## src/rtl/debounce_array_pkg.sv

```systemverilog
// Shared types for the debounce array: per-channel auto-repeat state encoding.
package debounce_array_pkg;

    typedef enum logic [1:0] {
        ST_IDLE   = 2'd0,
        ST_DELAY  = 2'd1,
        ST_REPEAT = 2'd2
    } rep_state_t;

endpackage

```

## src/rtl/debounce_channel.sv

```systemverilog
// One debounced input: 2-flop synchroniser, saturating integrator with hysteresis,
// edge pulses and an auto-repeat timer FSM.
module debounce_channel
    import debounce_array_pkg::*;
#(
    parameter int WIDTH         = 20,
    parameter int TWIDTH        = 24,
    parameter int REPEAT_DELAY  = 5000000,
    parameter int REPEAT_PERIOD = 1000000
) (
    input  logic clk,
    input  logic rst,
    input  logic raw,
    input  logic repeat_en,
    output logic level,
    output logic press,
    output logic release_pulse,
    output logic repeat_pulse
);

    localparam logic [WIDTH-1:0]  CNT_MAX     = '1;
    localparam logic [TWIDTH-1:0] DELAY_LAST  = TWIDTH'(REPEAT_DELAY - 1);
    localparam logic [TWIDTH-1:0] PERIOD_LAST = TWIDTH'(REPEAT_PERIOD - 1);

    logic              s1_reg;
    logic              s2_reg;
    logic [WIDTH-1:0]  cnt_reg;
    logic [WIDTH-1:0]  cnt_next;
    logic              level_reg;
    logic              level_next;
    logic              press_reg;
    logic              release_reg;
    logic              repeat_reg;
    logic [TWIDTH-1:0] timer_reg;
    rep_state_t        state_reg;
    logic              rise;
    logic              fall;

    // Level only moves when the integrator sits at an extreme, which gives hysteresis.
    always_comb begin
        cnt_next = cnt_reg;
        if (s2_reg && (cnt_reg != CNT_MAX))
            cnt_next = cnt_reg + WIDTH'(1);
        else if (!s2_reg && (cnt_reg != '0))
            cnt_next = cnt_reg - WIDTH'(1);

        level_next = level_reg;
        if (s2_reg && (cnt_reg == CNT_MAX))
            level_next = 1'b1;
        else if (!s2_reg && (cnt_reg == '0))
            level_next = 1'b0;

        rise = level_next & ~level_reg;
        fall = ~level_next & level_reg;
    end

    always_ff @(posedge clk or posedge rst) begin
        if (rst) begin
            s1_reg      <= 1'b0;
            s2_reg      <= 1'b0;
            cnt_reg     <= '0;
            level_reg   <= 1'b0;
            press_reg   <= 1'b0;
            release_reg <= 1'b0;
            repeat_reg  <= 1'b0;
            timer_reg   <= '0;
            state_reg   <= ST_IDLE;
        end else begin
            s1_reg      <= raw;
            s2_reg      <= s1_reg;
            cnt_reg     <= cnt_next;
            level_reg   <= level_next;
            press_reg   <= rise;
            release_reg <= fall;
            repeat_reg  <= 1'b0;

            // Release wins over any repeat due in the same cycle.
            if (fall) begin
                state_reg <= ST_IDLE;
                timer_reg <= '0;
            end else begin
                case (state_reg)
                    ST_IDLE: begin
                        if (rise) begin
                            state_reg <= ST_DELAY;
                            timer_reg <= '0;
                        end
                    end
                    ST_DELAY: begin
                        if (!repeat_en) begin
                            timer_reg <= '0;
                        end else if (timer_reg == DELAY_LAST) begin
                            repeat_reg <= 1'b1;
                            state_reg  <= ST_REPEAT;
                            timer_reg  <= '0;
                        end else begin
                            timer_reg <= timer_reg + TWIDTH'(1);
                        end
                    end
                    ST_REPEAT: begin
                        // Disabling repeat falls back so re-enabling waits the full delay.
                        if (!repeat_en) begin
                            state_reg <= ST_DELAY;
                            timer_reg <= '0;
                        end else if (timer_reg == PERIOD_LAST) begin
                            repeat_reg <= 1'b1;
                            timer_reg  <= '0;
                        end else begin
                            timer_reg <= timer_reg + TWIDTH'(1);
                        end
                    end
                    default: begin
                        state_reg <= ST_IDLE;
                        timer_reg <= '0;
                    end
                endcase
            end
        end
    end

    assign level         = level_reg;
    assign press         = press_reg;
    assign release_pulse = release_reg;
    assign repeat_pulse  = repeat_reg;

endmodule

```

## src/rtl/debounce_array.sv

```systemverilog
// Array of independent debounced inputs with press/release/auto-repeat pulses.
module debounce_array
    import debounce_array_pkg::*;
#(
    parameter int CHANNELS      = 4,
    parameter int WIDTH         = 20,
    parameter int TWIDTH        = 24,
    parameter int REPEAT_DELAY  = 5000000,
    parameter int REPEAT_PERIOD = 1000000
) (
    input  logic                clk,
    input  logic                rst,
    input  logic [CHANNELS-1:0] raw,
    input  logic [CHANNELS-1:0] repeat_en,
    output logic [CHANNELS-1:0] level,
    output logic [CHANNELS-1:0] press,
    output logic [CHANNELS-1:0] release_pulse,
    output logic [CHANNELS-1:0] repeat_pulse
);

    generate
        for (genvar gi = 0; gi < CHANNELS; gi++) begin : g_chan
            debounce_channel #(
                .WIDTH        (WIDTH),
                .TWIDTH       (TWIDTH),
                .REPEAT_DELAY (REPEAT_DELAY),
                .REPEAT_PERIOD(REPEAT_PERIOD)
            ) u_chan (
                .clk          (clk),
                .rst          (rst),
                .raw          (raw[gi]),
                .repeat_en    (repeat_en[gi]),
                .level        (level[gi]),
                .press        (press[gi]),
                .release_pulse(release_pulse[gi]),
                .repeat_pulse (repeat_pulse[gi])
            );
        end
    endgenerate

endmodule

```

## config.mk

```make
export PLATFORM = sky130hd
export DESIGN_NAME = debounce_array
export DESIGN_NICKNAME = d
export VERILOG_FILES = /design/src/rtl/debounce_array_pkg.sv /design/src/rtl/debounce_channel.sv /design/src/rtl/debounce_array.sv
export SDC_FILE = /design/constraint.sdc
export NUM_CORES = 1
export LEC_CHECK = 0
export ABC_AREA = 1
export CORE_ASPECT_RATIO = 2
export CORE_MARGIN = 5
export CORE_UTILIZATION = 50
export CTS_CLUSTER_SIZE = 16
export DETAILED_ROUTE_END_ITERATION = 12
export PLACE_DENSITY_LB_ADDON = 0.1
export SYNTH_ARGS = -nofsm -noshare
export SYNTH_HDL_FRONTEND = slang
export SYNTH_SLANG_ARGS = --single-unit
```

## constraint.sdc

```tcl
create_clock -name clk -period 11.3 [get_ports clk]
set_clock_uncertainty 0.1 [all_clocks]
set_input_delay 1.13 -clock clk [delete_from_list [all_inputs] [get_ports clk]]
set_output_delay 1.13 -clock clk [all_outputs]
set_load 0.02 [all_outputs]
```

==> qor.txt <==
GRT Overall Usage: 24.1%
sequential share of the synthesized area: 31.5%
maximum vdd drop: 0.188 mV
syn_nets: 2,577
Die Area: 37,000 µm²
Final #Nets: 2,576
routed len/inst: 15.4 µm
Yosys reg bits: 208
total power: 3.87 mW
clk slew on worst S/H paths: 0.06 ns
synthesized area: 16,500 µm²
HP Start: g_chan[3].u_chan.s1_reg
H-tree depth: 1
antenna violations before repair: 0
pwr dens: 218 nW/µm²
post-route setup TNS: 0 ns
startpoint class of the critical path: flip-flop
CTS buffer count: 23
R2R depth: 14
kind of critical path: flip-flop to flip-flop
Syn Area/Cell: 6.69 µm²
final setup fails: 0
CTS tree: yes
die width: 139 µm
fin crit period: 3.38 ns
DRT Pass-1 Iters: 5
Hold WS: 0.248 ns
Final Core Density: 54.0%
placed instance count: 2,877
Slew Viols, Final: 0
Final Wtd Congestion: 0.987
worst skew pair latency: 0.52 ns
drt via density: 5.45
Largest register FFs: 96
filler cell count: 3,263
Starting Density: 50.4%
Yosys Warn Count: 0
pin count of the biggest net entering global routing: 73
relative slew slack: 35.7%
DPL Wire Length: 34,500 µm
reg2reg start: g_chan[3].u_chan.cnt_reg[7]
Tcrit/Tclk final: 29.9%
std cell rows: 94
RSZ-0062 raised after global routing: no
layout cell share with drive strength beyond 1: 5.23%
Cells after Synth: 2,471
WP data arrival: 3.66 ns
Hold Path Class: flip-flop to flip-flop
Post-CTS Setup Inserts: 0
Worst-Margin Slew: 0.965 ns
gr ovfl total: 0
outcome: finished, final reports clean
first-pass GRT wire length: 75,100 µm
IO Pins: 26
Leakage: 8.61 nW
final hold viol count: 0
Die H: 267 µm
CP required: 11.58 ns
CTS root buf: clkbuf_16
residual DRC count: 0
Detail Route Antenna Nets: 0
CP Capture Type: flip-flop
fin cells: 2,917
vias in the first global route: 15,900
CP endpoint: g_chan[3].u_chan.cnt_reg[17]
antenna diode count: 0
Setup WS pre-CTS: 7.93 ns
Routed Wire Length: 45,000 µm
post-cts gate resize count: 0
number of hold buffers added after cts: 0
Core Area: 32,800 µm²
reg2reg end: g_chan[3].u_chan.cnt_reg[17]
post-route cell area: 17,700 µm²
initial DRC count: 653
Max Cap Viol: 0
DP Area: 17,000 µm²
reg2reg setup slack: 7.92 ns
FF/Latch Area: 5200 µm²
post-synth cell types: 46
Crit Path Max Fanout: 20
clock sinks: 208
Critical Path Source: g_chan[3].u_chan.cnt_reg[7]
total number of vias: 15,900
Syn-to-layout area delta: 7.31%
Setup WS post-layout: 7.92 ns
# port buffers: 25
f_max: 0.296 GHz
area taken by multi-input logic gates: 9920 µm²
CTS Buffer Depth: 3
[cell type report]
| cell class | instances | share of cell area, % |
|---|---|---|
| clock buffers | 32 | 3.72 |
| clock inverters | 8 | 0.522 |
| inverters | 274 | 5.84 |
| multi-input cells | 1935 | 56.0 |
| flip-flops and latches | 208 | 29.4 |
| well taps | 432 | 3.05 |
| repair buffers | 28 | 1.54 |
[logic make-up after synthesis]
logic type / Yosys count / synth area share [%]
compound gates: 288 / 9.50
xor+xnor: 61 / 3.23
fa+ha+maj: 96 / 7.45
buf+inv: 328 / 8.44
flops: 208 / 31.5
simple gates: 1490 / 39.9
[power breakdown]
part	switching [mW]	leakage (nW)	internal, mW
sequential	0.157	2.68	0.926
clock	0.320	0.372	0.451
combinational	1.32	5.55	0.693
total	1.80	8.61	2.07
[how the worst min path moves through the flow]
stage | to | slack [ns] | cells after the start
after CTS | g_chan[3].u_chan.s2_reg | 0.25 | 0
after global routing | g_chan[0].u_chan.s2_reg | 0.26 | 0
after detailed placement | g_chan[3].u_chan.s2_reg | 0.24 | 0
final | g_chan[3].u_chan.s2_reg | 0.25 | 0
after floorplan | g_chan[0].u_chan.s2_reg | 0.23 | 0
after global placement | g_chan[3].u_chan.s2_reg | 0.24 | 0
[cell usage after synthesis, drive strengths merged]
cell	instances	share of area, %
o21ai	133	4.3
nand3	217	7.1
a211oi	2	0.091
nor3	39	1.3
dfrtp	208	32
a21o	3	0.14
o21a	2	0.091
nand4	99	3.7
clkbuf	9	0.20
inv	273	6.2
a21boi	6	0.27
nand2	772	18
clkinv	1	0.023
and2	2	0.076
fa	4	0.48
buf	45	2.0
a31oi	7	0.27
o211ai	2	0.091
nor3b	2	0.091
or2	11	0.42
ha	92	7.0
a21oi	117	3.6
nor4	5	0.19
xor2	36	1.9
xnor2	25	1.3
o21bai	16	0.73
nand3b	19	0.89
nor2	324	8.3
[cell usage in the layout, fill, tap and decap left out, types with 11 or more instances in the layout]
master,synthesis,layout
nand2_1,759,759
o21ai_0,102,101
a21oi_1,116,116
xor2_1,36,36
ha_1,92,92
nor2_2,13,13
nor3_1,35,35
nand3_2,12,12
o21bai_1,16,16
inv_1,261,260
clkdlybuf4s50_1,0,25
clkbuf_16,0,23
nand3_1,203,203
nand4_1,99,99
nor2_4,11,11
nand3b_1,18,18
inv_2,12,12
o21ai_1,21,22
dfrtp_1,208,208
xnor2_1,25,25
nor2_1,298,298
[layer usage]
metal / track usage, % / vias up / routed length [µm]
met5: 0 / - / 0
met4: 12.9 / 0 / 2420
met3: 1.89 / 152 / 1430
met2: 47.3 / 370 / 24500
met1: 25.0 / 7323 / 16600
li1: - / 8041 / -
[worst max-delay path, cell delays in order (launching register included)]
cell     delay, ns
dfrtp_1       0.41
nand4_1       0.18
nor2_1        0.07
nand2_1       0.14
nand2_1       0.51
ha_1          0.60
nand2_1       0.13
nor2_1        0.19
inv_1         0.10
nor3_1        0.22
nand3_1       0.20
nand3_1       0.13
nand2_1       0.05
nand3_1       0.13
nand2_1       0.06
Note: power is estimated with default switching activity, not from simulation.
